[src/rtl/mesh_pkg.sv]
// Shared mesh definitions: direction codes, port count and helpers used by
// the output-port arbiter and the input-buffer controller.
package mesh_pkg;

   localparam int NUM_PORTS = 5;
   localparam int DIR_BITS  = 3;

   typedef enum logic [DIR_BITS-1:0] {
      DIR_N = 3'd0,
      DIR_W = 3'd1,
      DIR_S = 3'd2,
      DIR_E = 3'd3,
      DIR_B = 3'd4
   } dir_e;

   typedef enum logic {
      ARB_IDLE = 1'b0,
      ARB_HOLD = 1'b1
   } arb_state_e;

   // Port index following k in the 0..4 ring.
   function automatic logic [DIR_BITS-1:0] next_ptr(input logic [DIR_BITS-1:0] k);
      return (k >= 3'd4) ? 3'd0 : k + 3'd1;
   endfunction

   function automatic logic [DIR_BITS-1:0] onehot_to_idx(input logic [NUM_PORTS-1:0] oh);
      logic [DIR_BITS-1:0] idx;
      idx = '0;
      for (int i = 0; i < NUM_PORTS; i++) begin
         if (oh[i]) idx = 3'(i);
      end
      return idx;
   endfunction

endpackage

[src/rtl/out_port_arb_rr_pick5.sv]
// Combinational round-robin picker: returns the first set bit of cand
// found by walking ptr, ptr+1, ... around the five-port ring.
module rr_pick5
   import mesh_pkg::*;
(
   input  logic [NUM_PORTS-1:0] cand,
   input  logic [DIR_BITS-1:0]  ptr,
   output logic [NUM_PORTS-1:0] pick
);

   logic [DIR_BITS-1:0] start;
   logic [DIR_BITS:0]   sum;
   logic [DIR_BITS-1:0] idx;
   logic                found;

   // An out-of-range pointer is treated as port 0 so the search stays on the ring.
   always_comb begin
      pick  = '0;
      found = 1'b0;
      sum   = '0;
      idx   = '0;
      start = (ptr > 3'd4) ? 3'd0 : ptr;
      for (int off = 0; off < NUM_PORTS; off++) begin
         sum = {1'b0, start} + 4'(off);
         idx = (sum >= 4'd5) ? 3'(sum - 4'd5) : sum[DIR_BITS-1:0];
         if (!found && cand[idx]) begin
            pick[idx] = 1'b1;
            found     = 1'b1;
         end
      end
   end

endmodule

[src/rtl/out_port_arb.sv]
// Output-port arbiter: round-robin grants among the five input buffers,
// registered payload capture, and fault-driven packet dropping.
module out_port_arb
   import mesh_pkg::*;
#(
   parameter int                  PYLD_W  = 23,
   parameter logic [DIR_BITS-1:0] OUT_DIR = 3'd0
)
(
   input  logic                          clk,
   input  logic                          rst_n,
   input  logic [NUM_PORTS-1:0]          req,
   input  logic [NUM_PORTS*PYLD_W-1:0]   payload_i,
   output logic [NUM_PORTS-1:0]          gnt,
   input  logic                          pg_en,
   input  logic                          dst_fault,
   output logic                          port_rdy,
   output logic                          obuf_vld,
   input  logic                          obuf_rdy,
   output logic [PYLD_W-1:0]             obuf_payload
);

   localparam logic [NUM_PORTS-1:0] UTURN_MASK = 5'b00001 << OUT_DIR;

   arb_state_e            state;
   logic [DIR_BITS-1:0]   ptr;
   logic [NUM_PORTS-1:0]  ereq;
   logic                  drop;
   logic                  xfer;
   logic [NUM_PORTS-1:0]  cand;
   logic [DIR_BITS-1:0]   search_ptr;
   logic [NUM_PORTS-1:0]  pick;
   logic [PYLD_W-1:0]     pick_payload;

   assign ereq     = req & ~UTURN_MASK;
   assign drop     = pg_en & dst_fault;
   assign xfer     = (state == ARB_HOLD) & (obuf_rdy | drop);
   assign obuf_vld = (state == ARB_HOLD) & ~drop;
   assign port_rdy = obuf_rdy | drop;

   // On a completing transfer the search restarts just past the served port,
   // and the served port is excluded so it cannot win twice in a row.
   always_comb begin
      cand       = ereq;
      search_ptr = ptr;
      if (state == ARB_HOLD) begin
         cand = ereq & ~gnt;
         if (xfer) search_ptr = next_ptr(onehot_to_idx(gnt));
      end
   end

   rr_pick5 u_pick (
      .cand (cand),
      .ptr  (search_ptr),
      .pick (pick)
   );

   always_comb begin
      pick_payload = '0;
      for (int i = 0; i < NUM_PORTS; i++) begin
         if (pick[i]) pick_payload = pick_payload | payload_i[i*PYLD_W +: PYLD_W];
      end
   end

   // Grant, pointer and payload only move on a capture or a completed transfer.
   always_ff @(posedge clk or negedge rst_n) begin
      if (!rst_n) begin
         state        <= ARB_IDLE;
         gnt          <= '0;
         ptr          <= '0;
         obuf_payload <= '0;
      end else begin
         case (state)
            ARB_IDLE: begin
               if (|ereq) begin
                  gnt          <= pick;
                  obuf_payload <= pick_payload;
                  state        <= ARB_HOLD;
               end
            end
            ARB_HOLD: begin
               if (xfer) begin
                  ptr <= search_ptr;
                  if (|cand) begin
                     gnt          <= pick;
                     obuf_payload <= pick_payload;
                  end else begin
                     gnt   <= '0;
                     state <= ARB_IDLE;
                  end
               end
            end
            default: begin
               gnt   <= '0;
               state <= ARB_IDLE;
            end
         endcase
      end
   end

endmodule

[config.mk]
export PLATFORM = sky130hd
export DESIGN_NAME = out_port_arb
export DESIGN_NICKNAME = d
export VERILOG_FILES = /design/src/rtl/mesh_pkg.sv /design/src/rtl/out_port_arb_rr_pick5.sv /design/src/rtl/out_port_arb.sv
export SDC_FILE = /design/constraint.sdc
export NUM_CORES = 1
export LEC_CHECK = 0
export ABC_AREA = 1
export BUFFER_PORTS_ARGS = -buffer_cell sky130_fd_sc_hd__buf_2
export CORE_MARGIN = 3
export CORE_UTILIZATION = 45
export DETAILED_ROUTE_END_ITERATION = 10
export GPL_TIMING_DRIVEN = 0
export PLACE_DENSITY_LB_ADDON = 0.2
export SYNTH_ARGS = -nofsm -noshare
export SYNTH_HDL_FRONTEND = slang
export SYNTH_HIERARCHICAL = 1
export SYNTH_SLANG_ARGS = --single-unit
[constraint.sdc]
create_clock -name clk -period 7.7 [get_ports clk]
set_input_delay 0.385 -clock clk [delete_from_list [all_inputs] [get_ports clk]]
set_output_delay 0.385 -clock clk [all_outputs]
set_load 0.01 [all_outputs]
=== After elaboration in Yosys (flattened, before gate mapping) ===
Index checks and enable logic that the tools add are counted.
Widths: inputs -> output; s select.

* Register bits: 32
* Input bits: 125
* Output and inout bits: 30
* Word-level logic and storage cells: 130

* Eq/ne operators: 3
* Bitwise gates (word level): 16
* Order comparisons: 17
* Add/subtract/negate cells: 10
* Multiplexer cells: 62
* Reduce and logical (&&, ||, !) cells: 18

{| class="wikitable"
|+ Operators with widths
! cell !! count
|-
| $mux 23 || 8
|-
| $or 23x23->23 || 4
|-
| $pmux 23 s2 || 1
|-
| $mux 5 || 9
|-
| $mux 3 || 14
|-
| $lt 3x4->1 const B || 5
|-
| $or 5x5->5 || 4
|-
| $mux 1 || 18
|-
| $ge 4x3->1 const B || 4
|-
| $bmux 1 s3 || 5
|-
| $demux 1 s3 || 5
|-
| $ge 3x1->1 const B || 5
|-
| $sub 3x3->3 const B || 5
|-
| $pmux 5 s2 || 1
|-
| $logic_and 1x1->1 || 9
|-
| $add 3x2->4 const B || 2
|-
| $ge 3x3->1 const B || 2
|-
| $and 5x5->5 || 1
|-
| $not 5->5 || 1
|-
| $reduce_or 5->1 || 1
|-
| $add 3x1->4 const B || 1
|-
| $add 3x3->4 const B || 1
|-
| $logic_not 1->1 || 4
|-
| $ne 2x1->1 const B || 2
|-
| 10 further kinds || 14
|}

=== Longest topological paths before layout ===
* Depth after elaboration: 41
* Gate-level depth with buffers: 32
* Mapped depth without buffers: 30

=== Hierarchy ===
Netlist, hierarchy kept.

{| class="wikitable"
|+ Modules (own cells, without submodules)
! module !! area an instance (sq um) !! instances !! seq. area each (sq um) !! cells each
|-
| out_port_arb || 2361.0 || 1 || 800.8 || 405
|-
| rr_pick5 || 1241.2 || 1 || 0.0 || 230
|}

=== Worst setup path before layout ===
Ideal clock, no wire load.

* Path kind: reg-to-reg
* From: reg gnt[2]
* To: reg obuf_payload[10]
* Cell stages (with the launch flop): 28
* Arrival: 4004 ps
* Data required time: 7635 ps
* Buffers on the path: 1
* Library setup time: 65 ps
* Path slack: 3631 ps
* Clock period less this slack: 4069 ps
* Path through: dfrtp_1 -> inv_1 -> a21oi_1 -> nor2_1 -> ha_1 -> nand2_1 -> o21ai_0 -> nand2_1 -> ha_1 -> inv_1 -> nand2_1 -> nand2_2 -> nand2_1 -> nand2_2 -> nand2_1 -> nor2_1 -> nand2_1 -> nand2_1 -> nor2_2 -> nand4_2 -> nor2_1 -> nor2_1 -> nand3_1 -> clkbuf_1 -> nand2_1 -> nand2_1 -> nand3_1 -> nand2_1

* Elaborated cells between the ends (all ways): 106
* Classes of those cells: add/sub (10); order compare (17); eq/ne (1); mux (53); bitwise (10); reduce/logical (15)

{| class="wikitable"
|+ RTL lines
! what !! line !! RTL
|-
| from (decl) || out_port_arb.sv:14 || <nowiki>output logic [NUM_PORTS-1:0] gnt,</nowiki>
|-
| from (signal assigned) || out_port_arb.sv:76 || <nowiki>gnt <= pick;</nowiki>
|-
| from (signal assigned) || out_port_arb.sv:85 || <nowiki>gnt <= pick;</nowiki>
|-
| $mux 3 * (3 in a row) || mesh_pkg.sv:30 || <nowiki>if (oh[i]) idx = 3'(i);</nowiki>
|-
| $mux 3 * || out_port_arb.sv:48 || <nowiki>if (xfer) search_ptr = next_ptr(onehot_to_idx(gnt));</nowiki>
|-
| $mux 3 * || out_port_arb.sv:46 || <nowiki>if (state == ARB_HOLD) begin</nowiki>
|-
| $add 3x1->3 / $ge 3x3->1 (equally long branches) || mesh_pkg.sv:23 || <nowiki>return (k >= 3'd4) ? 3'd0 : k + 3'd1;</nowiki>
|-
| $mux 3 * || mesh_pkg.sv:23 ||
|-
| $mux 3 * || out_port_arb.sv:48 ||
|-
| $mux 3 * || out_port_arb.sv:46 ||
|-
| via search_ptr[1] || out_port_arb.sv:31 || <nowiki>logic [DIR_BITS-1:0] search_ptr;</nowiki>
|-
| [18 not listed] || -- ||
|-
| $mux 5 * || out_port_arb_rr_pick5.sv:26 || <nowiki>if (!found && cand[idx]) begin</nowiki>
|-
| via pick[3] || out_port_arb.sv:32 || <nowiki>logic [NUM_PORTS-1:0] pick;</nowiki>
|-
| $mux 23 * || out_port_arb.sv:61 || <nowiki>if (pick[i]) pick_payload = pick_payload | payload_i[i*PYLD_W +: PYLD_W];</nowiki>
|-
| $or 23x23->23 || out_port_arb.sv:61 ||
|-
| $mux 23 * || out_port_arb.sv:61 ||
|-
| $mux 23 || out_port_arb.sv:84 || <nowiki>if (|cand) begin</nowiki>
|-
| $mux 23 || out_port_arb.sv:82 || <nowiki>if (xfer) begin</nowiki>
|-
| $pmux 23 s2 * || out_port_arb.sv:73 || <nowiki>case (state)</nowiki>
|-
| to (signal assigned) || out_port_arb.sv:77 || <nowiki>obuf_payload <= pick_payload;</nowiki>
|-
| to (signal assigned) || out_port_arb.sv:86 || <nowiki>obuf_payload <= pick_payload;</nowiki>
|-
| to (decl) || out_port_arb.sv:20 || <nowiki>output logic [PYLD_W-1:0] obuf_payload</nowiki>
|}

Mark *: on every way through the listed nets, which the timed path passes. The select of a mux whose other input is x is not followed.
A chain may end at the register's enable or synchronous reset.

=== Worst setup path in the final report ===
* From: reg gnt[2]
* To: reg obuf_payload[12]

* Word-level cells in the longest chain between the ends: 40
* Elaborated cells between the ends (all ways): 106
* Classes of those cells: add/sub (10); order compare (17); eq/ne (1); mux (53); bitwise (10); reduce/logical (15)

{| class="wikitable"
|+ Ends and longest elaborated chain
! what !! line
|-
| $mux 3 * (3 in a row) || mesh_pkg.sv:30
|-
| $mux 3 * || out_port_arb.sv:48
|-
| $mux 3 * || out_port_arb.sv:46
|-
| $add 3x1->3 / $ge 3x3->1 (equally long branches) || mesh_pkg.sv:23
|-
| $mux 3 * || mesh_pkg.sv:23
|-
| $mux 3 * || out_port_arb.sv:48
|-
| $mux 3 * || out_port_arb.sv:46
|-
| via search_ptr[1] || out_port_arb.sv:31
|-
| [19 not listed] || --
|-
| via pick[0] || out_port_arb.sv:32
|-
| [4 not listed] || --
|-
| $mux 23 * || out_port_arb.sv:61
|-
| $or 23x23->23 || out_port_arb.sv:61
|-
| $mux 23 * || out_port_arb.sv:61
|-
| $or 23x23->23 || out_port_arb.sv:61
|-
| $mux 23 * || out_port_arb.sv:61
|-
| $mux 23 || out_port_arb.sv:84
|-
| $mux 23 || out_port_arb.sv:82
|-
| $pmux 23 s2 * || out_port_arb.sv:73
|}

Marks and branches as above.

==> results.json <==
{
  "netlist_instances": 635,
  "cts_num_sinks": 32,
  "gr-usage-all-layers_pct": 25.3,
  "syn-cell-area_um2": 3600,
  "diodes": 0,
  "core_um2": 7520,
  "seq_area_frac_synth_pct": 22.2,
  "clockBufferDepth": 2,
  "num_rows": 31,
  "hold_viol_final": 0,
  "cap_violations": 0,
  "start_util_pct": 47.9,
  "firstDrtPassIters": 5,
  "period_share_pct": 64.9,
  "min_path_type": "in2async",
  "dr.first_iter.drc_count": 247,
  "ant_nets": 0,
  "synth_area_leaders": "nand2_1 (34%), dfrtp_1 (22%), nand3_1 (8.3%)",
  "rsz0062_at_grt": "false",
  "overflow": 0,
  "place.gp.congestion": 0.906,
  "cts_setup_buffers": 0,
  "finClkSkew_ns": 0.00260,
  "required_ns": 7.88,
  "synth_cell_types": 33,
  "multi_input_area_um2": 2520,
  "netlist.area_leader.share_pct": 34.3,
  "portBuffers": 153,
  "crit_type": "reg2reg",
  "cp_max_fo": 10,
  "maxSlewHeadroom_pct": 46.7,
  "area_delta_synth_final_pct": 28.4,
  "status": "completed",
  "crit_path_end_kind": "flop",
  "instances_no_fill": 897,
  "grt_pass1_wl_um": 18400,
  "dieArea_um2": 9110,
  "place_inst": 889,
  "arrival_ns": 5.18,
  "synth_area_leader_cell": "nand2_1",
  "grt_max_degree": 33,
  "grt_pass1_vias": 3966,
  "synth_seq_cells": 32,
  "cts_hold_buf": 0,
  "dp_hpwl_um": 9360,
  "die_y_um": 95.5,
  "cts_root_buffer": "clkbuf_8",
  "layout_commonest_cell": "nand2_1",
  "die_width_um": 95.5,
  "numCtsBuffers": 5,
  "synth_edf_count": 0,
  "wl_um": 11700,
  "cts_max_level": 2,
  "synthFlopType": "dfrtp_1",
  "layout_common_cells": "nand2_1 (329), buf_2 (164), nand3_1 (60)",
  "finalSetupViolCount": 0,
  "clkLatencyLatePin_ns": 0.28,
  "layout_setup_ws_ns": 2.70,
  "syn_avg_cell_area_um2": 5.67,
  "async_reset_ff_share_pct": 100,
  "vias_per_cell": 5.03,
  "place_ws_ns": 2.76,
  "cts_tree": "built",
  "pin_count": 155,
  "yosys_warnings": 6,
  "nNetsFinal": 930,
  "report.final.slew_viol_count": 0,
  "dr_total_vias": 4512,
  "final.setup.tns_ns": 0,
  "drc": 0,
  "start_kind": "flop",
  "fin_crit_ns": 5.00,
  "n_fill_cell": 734,
  "final-seq-area_um2": 801,
  "wl_per_cell_um": 13.0,
  "cts_resized": 0,
  "antenna_found_initial": 0,
  "drive_above_1_share_pct": 28.1,
  "max_freq_mhz": 200,
  "cts.clk_slew.worst_paths_ns": 0.07,
  "worstMarginPinSlew_ns": 0.792
}
## cells by family (layout without fill, tap and decap cells)
| logic type | count (synthesis) | count (layout) | share of synthesized area [%] |
|---|---|---|---|
| other | 1 | 3 | 0.104 |
| DFF | 32 | 32 | 22.2 |
| and+or+nand+nor | 501 | 501 | 61.2 |
| xor gates and xnor gates | 2 | 2 | 1.01 |
| buffers and inverters | 65 | 226 | 7.99 |
| adders and majority gates | 8 | 8 | 2.78 |
| AOI/OAI and AO/OA | 26 | 26 | 4.69 |
## per-layer routing
layer	vias to the layer above	part of all wire, %	wire (um)	global-route usage (%)
li1	2299	-	-	-
met1	2001	42	4950	32.5
met2	197	49	5710	44.8
met3	15	7.7	898	3.31
met4	0	1.2	142	6.52
met5	-	0	0	0
## cells in the mapped netlist (3+ instances only)
cell      count
nand2_4       6
clkbuf_1      3
inv_2         7
buf_6         3
o21ai_0       7
nor3_1        4
nand4_1      11
dfrtp_1      32
inv_1        38
nand3_2       3
nand2_1     329
a21oi_1      10
nand2_2      16
ha_1          8
buf_2        11
nand3_1      60
o21ai_1       5
nor2_4        3
nor2_1       59
## worst max-delay path: stages (launching register included)
cell and delay, ns:
dfrtp_1 0.43, inv_1 0.06, a21oi_1 0.17, nor2_1 0.06, ha_1 0.27, nand2_1 0.06
o21ai_0 0.59, nand2_1 0.41, inv_1 0.29, ha_1 0.24, inv_1 0.12, o211ai_1 0.22
nand2_2 0.14, nor2_1 0.17, nand3_1 0.10, nand2_1 0.11, nor2_2 0.07, nand4_2 0.13
nor2_1 0.06, nor2_1 0.14, nand3_1 0.26, buf_2 0.30, nand2_1 0.09, nand2_1 0.05
nor2_1 0.11, nand2_1 0.07, nand3_1 0.08, nand2_1 0.06
## area by class of cell
type	count	share of cell area, %
multi-input cells	540	54.5
flip-flops and latches	32	17.3
repair buffers	153	16.6
inverters	46	3.73
well taps	99	2.68
plain buffers	19	2.49
clock buffers	7	2.08
clock inverters	1	0.649
## state kept, by name (all words and copies together) (netlist names)
name          cells
obuf_payload     23
state             1
ptr               3
gnt               5
## metrics by stage
| step | utilization [%] | cell area [um2] | hold WS (ns) |
|---|---|---|---|
| after floorplan | - | 3610 | 0.0894 |
| after global placement | 59.8 | 4500 | 0.450 |
| after detailed placement | 59.8 | 4500 | 0.454 |
| after CTS | 61.5 | 4630 | 0.176 |
| after global routing | 61.5 | 4630 | 0.218 |
| final | 61.5 | 4630 | 0.154 |
## path summary, 6_finish.rpt
check | start | endpoint | slack, ns | depth (start not counted)
max | gnt[2]$_DFFE_PN0P_ | obuf_payload[12]$_DFFE_PN0P_ | 2.70 | 27
min | rst_n | state$_DFF_PN0_ | 0.15 | 1
max reg2reg | gnt[2]$_DFFE_PN0P_ | obuf_payload[12]$_DFFE_PN0P_ | 2.70 | 27
min reg2reg | obuf_payload[15]$_DFFE_PN0P_ | obuf_payload[15]$_DFFE_PN0P_ | 0.47 | 2
max in group asynchronous | rst_n | obuf_payload[15]$_DFFE_PN0P_ | 7.08 | 1
min in group clk | payload_i[83] | obuf_payload[14]$_DFFE_PN0P_ | 0.43 | 5
Power is not shown: default switching activity piles up to over one toggle a cycle in this logic, so the estimate is an artifact.
